[src/rtl/frame_timer_bank.sv]
// frame_timer_bank: bank of independent frame-rate timers.
//
// Each channel runs its own Idle/Run/Done FSM on the shared frame_clk and
// counts frames up to a live-sampled limit. On reaching the limit, one of two
// things happens, and either way expire_pulse fires for one cycle:
//   - a one-shot channel latches expired;
//   - a periodic channel reloads its count to 0.
//
// Optional feature:
//   FRAME_TIMER_PERIODIC_EN: when defined, the periodic input selects
//   auto-reload per channel. When undefined, the periodic port is ignored, all
//   channels are one-shot, and no reload logic is built.
//
// Ports:
//   frame_clk    : clock, one rising edge per video frame
//   Reset        : asynchronous, active-high reset
//   start        : [NUM_CH] per-channel run request (level); low clears the channel
//   pause        : [NUM_CH] per-channel hold of count/state/expired
//   periodic     : [NUM_CH] per-channel mode, 0 = one-shot, 1 = auto-reload
//   limit        : [NUM_CH*CNT_W] per-channel terminal value, channel i at [i*CNT_W +: CNT_W]
//   count        : [NUM_CH*CNT_W] per-channel current count, same packing as limit
//   expired      : [NUM_CH] one-shot terminal state reached
//   expire_pulse : [NUM_CH] single-cycle event on every terminal hit
//   any_expired  : registered OR of expired
module frame_timer_bank #(
  parameter int unsigned NUM_CH = 4,
  parameter int unsigned CNT_W  = 10
) (
  input  logic                    frame_clk,
  input  logic                    Reset,
  input  logic [NUM_CH-1:0]       start,
  input  logic [NUM_CH-1:0]       pause,
  input  logic [NUM_CH-1:0]       periodic,
  input  logic [NUM_CH*CNT_W-1:0] limit,
  output logic [NUM_CH*CNT_W-1:0] count,
  output logic [NUM_CH-1:0]       expired,
  output logic [NUM_CH-1:0]       expire_pulse,
  output logic                    any_expired
);

  typedef enum logic [1:0] {StIdle, StRun, StDone} state_e;

  state_e             state_q [NUM_CH];
  state_e             state_d [NUM_CH];
  logic [CNT_W-1:0]   count_q [NUM_CH];
  logic [CNT_W-1:0]   count_d [NUM_CH];
  logic [CNT_W-1:0]   lim     [NUM_CH];
  logic [NUM_CH-1:0]  expired_q, expired_d;
  logic [NUM_CH-1:0]  pulse_q, pulse_d;
  logic [NUM_CH-1:0]  reload;
  logic               any_q;

`ifdef FRAME_TIMER_PERIODIC_EN
  assign reload = periodic;
`else
  // Periodic mode is compiled out; keep the port but tie reload off.
  logic unused_periodic;
  assign unused_periodic = ^periodic;
  assign reload          = '0;
`endif

  for (genvar g = 0; g < NUM_CH; g++) begin : g_ch_io
    assign lim[g]                     = limit[g*CNT_W +: CNT_W];
    assign count[g*CNT_W +: CNT_W]    = count_q[g];
  end

  always_comb begin
    for (int i = 0; i < NUM_CH; i++) begin
      state_d[i]   = state_q[i];
      count_d[i]   = count_q[i];
      expired_d[i] = expired_q[i];
      pulse_d[i]   = 1'b0;
      if (!start[i]) begin
        // Dropping start clears the channel whatever its state or pause.
        state_d[i]   = StIdle;
        count_d[i]   = '0;
        expired_d[i] = 1'b0;
      end else if (!pause[i]) begin
        unique case (state_q[i])
          // Idle joins Run on the same edge, so both take the run rule.
          StIdle, StRun: begin
            // >= so a limit lowered below the count still hits terminal.
            if (count_q[i] >= lim[i]) begin
              pulse_d[i] = 1'b1;
              if (reload[i]) begin
                count_d[i] = '0;
                state_d[i] = StRun;
              end else begin
                state_d[i]   = StDone;
                expired_d[i] = 1'b1;
              end
            end else begin
              count_d[i] = count_q[i] + CNT_W'(1);
              state_d[i] = StRun;
            end
          end
          StDone: begin
            state_d[i] = StDone;
          end
          default: begin
            state_d[i] = StIdle;
          end
        endcase
      end
    end
  end

  always_ff @(posedge frame_clk or posedge Reset) begin
    if (Reset) begin
      for (int i = 0; i < NUM_CH; i++) begin
        state_q[i] <= StIdle;
        count_q[i] <= '0;
      end
      expired_q <= '0;
      pulse_q   <= '0;
      any_q     <= 1'b0;
    end else begin
      for (int i = 0; i < NUM_CH; i++) begin
        state_q[i] <= state_d[i];
        count_q[i] <= count_d[i];
      end
      expired_q <= expired_d;
      pulse_q   <= pulse_d;
      any_q     <= |expired_q;
    end
  end

  assign expired      = expired_q;
  assign expire_pulse = pulse_q;
  assign any_expired  = any_q;

endmodule

[config.mk]
export PLATFORM = sky130hd
export DESIGN_NAME = frame_timer_bank
export DESIGN_NICKNAME = d
export VERILOG_FILES = /design/src/rtl/frame_timer_bank.sv
export SDC_FILE = /design/constraint.sdc
export NUM_CORES = 1
export LEC_CHECK = 0
export CORE_MARGIN = 4
export CORE_UTILIZATION = 25
export DETAILED_ROUTE_END_ITERATION = 7
export PLACE_DENSITY_LB_ADDON = 0.12
export SETUP_SLACK_MARGIN = 0.2
export SYNTH_ARGS = -nofsm -noshare
export SYNTH_HDL_FRONTEND = slang
export SYNTH_SLANG_ARGS = --single-unit
[constraint.sdc]
create_clock -name frame_clk -period 2.25 [get_ports frame_clk]
set_clock_uncertainty 0.1 [all_clocks]
set_input_delay 0.45 -clock frame_clk [delete_from_list [all_inputs] [get_ports frame_clk]]
set_output_delay 0.45 -clock frame_clk [all_outputs]
set_load 0.02 [all_outputs]
== Yosys cells after proc, flatten, opt, wreduce, memory -nomap -nowiden ==
Cells that the tools add are included.

* Register bits: 57
* Input port bits: 54
* Output and inout bits: 49
* Logic and storage cells: 127

* Add/sub/neg operators: 4
* $lt $le $gt $ge: 4
* Equality and inequality tests: 24
* Multiplexer cells: 64
* Reduce and logical (&&, ||, !) cells: 17

{| class="wikitable"
|+ Operators with widths
! kind !! number
|-
| $mux W10 || 16
|-
| $add A10 B1 Y10 const B || 4
|-
| $ge A10 B10 Y1 || 4
|-
| $mux W1 || 32
|-
| $mux W2 || 12
|-
| $reduce_and A3 Y1 || 8
|-
| $ne A2 B1 Y1 const B || 8
|-
| $ne A2 B2 Y1 const B || 8
|-
| $pmux W2 S2 || 4
|-
| $eq A2 B1 Y1 const B || 4
|-
| $eq A2 B2 Y1 const B || 4
|-
| $logic_not A2 Y1 || 4
|-
| $reduce_or A2 Y1 || 4
|-
| $reduce_or A4 Y1 || 1
|}

== Longest topological paths before layout ==
* Depth after elaboration: 5
* Mapped depth: 9
* Depth with buffers taken out: 8

== Worst setup path before layout ==
OpenSTA, ideal clock, no wires.

* Kind: reg-to-reg
* From: register count_q, in the netlist count[17]
* To: register count_q, in the netlist count[15]
* Library setup time: 0.081 ns
* Arrival: 2.384 ns
* Data required time: 2.069 ns
* Setup slack: -0.315 ns
* Stages on the path, launching flop included: 9
* Buffers on the path: 1
* Clock period less this slack: 2.565 ns
* Cells stage by stage: dfrtp_1 ha_1 a211oi_2 nor2_1 or3_4 or2_0 clkbuf_2 or4_1 a21oi_1

* Word-level cells in the longest chain between the ends: 3

{| class="wikitable"
|+ RTL lines
! what !! RTL line !! RTL
|-
| start, declared || 45 || <nowiki>logic [CNT_W-1:0] count_q [NUM_CH];</nowiki>
|-
| start signal, assigned by index || 120 || <nowiki>count_q[i] <= count_d[i];</nowiki>
|-
| $ge A10 B10 Y1 || 83 || <nowiki>if (count_q[i] >= lim[i]) begin</nowiki>
|-
| $ne A2 B2 Y1 (no line) || - ||
|-
| $reduce_and A3 Y1 (no line) || - ||
|}

Every way passes these cells.
A chain may end at the register's enable or synchronous reset.

== Worst setup path after layout ==
* From: register count_q, in the netlist count[14]
* To: register count_q, in the netlist count[15]

* Word-level cells in the longest chain between the ends: 5
* Elaborated cells on any way between the ends: 8
* Classes of those cells: 1 x add/sub; 1 x order compare; 1 x eq/ne; 4 x mux; 1 x reduce/logical

{| class="wikitable"
|+ RTL lines
! what !! RTL line !! RTL
|-
| $add A10 B1 Y10 || 93 || <nowiki>count_d[i] = count_q[i] + CNT_W'(1);</nowiki>
|-
| $mux W10 || 83 ||
|-
| $mux W10 || 79 || <nowiki>unique case (state_q[i])</nowiki>
|-
| $mux W10 || 78 || <nowiki>end else if (!pause[i]) begin</nowiki>
|-
| $mux W10 || 73 || <nowiki>if (!start[i]) begin</nowiki>
|}

Several ways; a longest one is shown, not always the timed one. The select of a mux whose other input is x is not followed.

==> reports/metrics.cfg <==
[global_routing]
grt_antenna_before_repair=0
grt_overflow=0
grt_max_degree=25
grt_first_pass_wirelength_mm=19.46
grt_usage=0.1357
grt_pass1_vias=3965

[timing]
timing.final.ws_setup_ns=-0.07534
finalCriticalPeriod_ns=2.325
hold_ws_ns=0.3620
drv_slew=0
timing.final.crit_share=1.033
fmax_mhz=430.0
setup_violations=7
finalHoldViolCount=0
rsz0062_at_grt=true
worst_slew_pin_slew_ns=0.6867
max-slew-margin-rel=0.5408

[cts]
cts_max_level=3
clockBufferDepth=2
numCtsBuffers=9
clockRootBuffer=clkbuf_16
cts_tree=done
clk_pin_slew_ns=0.05
clk_latency_ns=0.32
clock-sinks=57
cts_hold_buf=0

[place]
detailed_place_hpwl_mm=8.405
port_buffers=98
gp_routability_congestion=0.8393
pre_cts_ws_ns=-0.6559

[worst_setup_path]
timing.critical_path.mode_cell=a21oi_2
path_cells=ha_4, a21oi_2, a211oi_2, or3_4, or2_4, or4_4, a21oi_2
end_kind=flop
worstSetupStartpointType=flop
max_stage_delay_ns=0.48
cp-startpoint=count[14]$_DFFE_PP0P_
crit_type=flop to flop
cp_slowest_cell=or4_4
cp.required_ns=2.39
cp.arrival_ns=2.47
crit_path_max_fanout=4
r2r-start=count[14]$_DFFE_PP0P_

[route]
drc=0
drt_wl_total_mm=11.28
dr.first_iter.drc_count=148
wl_per_cell_um=14.30
postRouteAntennaNets=0
firstDrtPassIters=4
routed_via_density=4.649
vias=3668

[yosys]
synth_edf_count=0
synth_top_family_by_area=simple AND/OR/NAND/NOR gates
syn_area_mm2=0.003825
yosysTopAreaCell=dfrtp_1
synth_fa_ha_area_frac=0.1439
ys.flop_type=dfrtp_1
ys_types=39
yosysWarnings=0
syn-mean-instance-area_um2=9.172
synthMuxAreaShare=0.05757
ys_seq_area_frac=0.3729
synth_compound_area_frac=0.1011
netlist_top_cells_area=dfrtp_1 (37%), ha_1 (14%), mux2i_1 (5.8%)
synth_cells=417
syn_nets=515
async_reset_ff_frac=1.000
synth_top_area_share=0.3729
synth_xor_area_frac=0.02290
synth_seq_cells=57
synth_simple_gate_area_frac=0.2411

[finish]
fin_nets=698
n_antenna_cell=0
num-fill-cells=1418
utilization=0.4659
multiInputGateArea_mm2=0.003004
syn_to_final_growth_pct=79.72
register_area_mm2=0.001448
drive_above_1_share=0.4215
final_common_cell=buf_4
mostFrequentLayoutCells=buf_4 (61), clkdlybuf4s50_1 (41), dlygate4sd2_1 (41)

[power_and_ir_drop]
ir_worst_vdd_mv=0.3786
leakage_nw=3.335
p_per_area_mw_per_mm2=413.6

[floorplanning]
initial_core_util=0.2592
rows=44
coreArea_mm2=0.01475
dieArea_mm2=0.01734
die_w_um=131.7
io_pins=103
fp.dieH_um=131.7

[status]
status=finished, violations left
violations=negative setup slack

[min_path]
hold_class=primary input to asynchronous set/reset pin

[run]
drv_cap=0

==> per-stage QoR <==
step           instances  cell area (um2)  power, mW  setup TNS (ns)
6_report             789             6874      2.843         -0.2554
5_1_grt              789             6874      3.001          -1.357
3_5_place_dp         751             5782      1.525          -27.19
3_3_place_gp         751             5782      1.521          -26.20
4_1_cts              782             6590      2.863         -0.7196
2_1_floorplan        417             4133      1.290          -1.136
==> where the power goes <==
group / internal (mW) / total [mW] / switching, mW
registers: 1.05 / 1.06 / 0.0168
clock network: 0.770 / 1.24 / 0.474
logic: 0.274 / 0.536 / 0.262
==> routing by layer <==
metal	track usage	wire length (um)	up-vias
met5	0	0	-
met2	0.2301	5556	91
li1	-	-	1819
met1	0.1677	5111	1741
met4	0.03501	170	0
met3	0.04281	444	17
==> path summary, 6_finish.rpt <==
kind / cells after the start / slack, ns / end
setup / recovery: 7 / -0.08 / count[15]$_DFFE_PP0P_
hold / removal: 2 / 0.36 / expire_pulse[1]$_DFF_PP0_
setup reg to reg: 7 / -0.08 / count[15]$_DFFE_PP0P_
hold reg to reg: 2 / 0.42 / expired[1]$_DFFE_PP0P_
max in group asynchronous: 3 / 1.16 / count[26]$_DFFE_PP0P_
min in group frame_clk: 2 / 0.42 / expired[1]$_DFFE_PP0P_
==> critical path, delay by kind of cell (launching register included) <==
family,cells,cell delay [ns]
adders and majority gates,1,0.23
DFF,1,0.42
and+or+nand+nor,3,1.16
AOI/OAI and AO/OA,3,0.34
==> state kept, by name (all words and copies together), names as in the netlist <==
| name | count |
|---|---|
| expired | 4 |
| count | 40 |
| any_expired | 1 |
| expire_pulse | 4 |
| state_q | 8 |
==> cell families after synthesis <==
kind of cell / Yosys count
flops: 57
compound gates: 56
buf+inv: 61
simple gates: 167
mux: 22
fa+ha+maj: 44
xor+xnor: 10
==> final cells by class <==
class                   instances  share of cell area
flip-flops and latches         57              0.2106
well taps                     184             0.03349
multi-input cells             299              0.4370
clock inverters                 5            0.004732
inverters                      50             0.02803
clock buffers                  11             0.03531
repair buffers                183              0.2508
==> repair_timing <==
| item | CTS | global route |
|---|---|---|
| setup endpoints to repair | 56 | 70 |
| pin swaps | 89 | 43 |
| resized for setup | 142 | 55 |
| buffers inserted | 15 | 7 |
==> synthesized netlist by cell type (all sizes together) (6+ instances only) <==
library cell   n
dfrtp         57
inv           49
ha            44
nand2         36
nand2b        24
mux2i         22
nor2          21
nand3         15
a21oi         14
nand4         13
a211oi        12
and2          12
and3           8
clkbuf         8
nor3           8
nor4           8
o21ai          7
o31ai          7
or4            7
a21boi         6
nor2b          6
xnor2          6
Note: power is estimated with default switching activity, not from simulation.
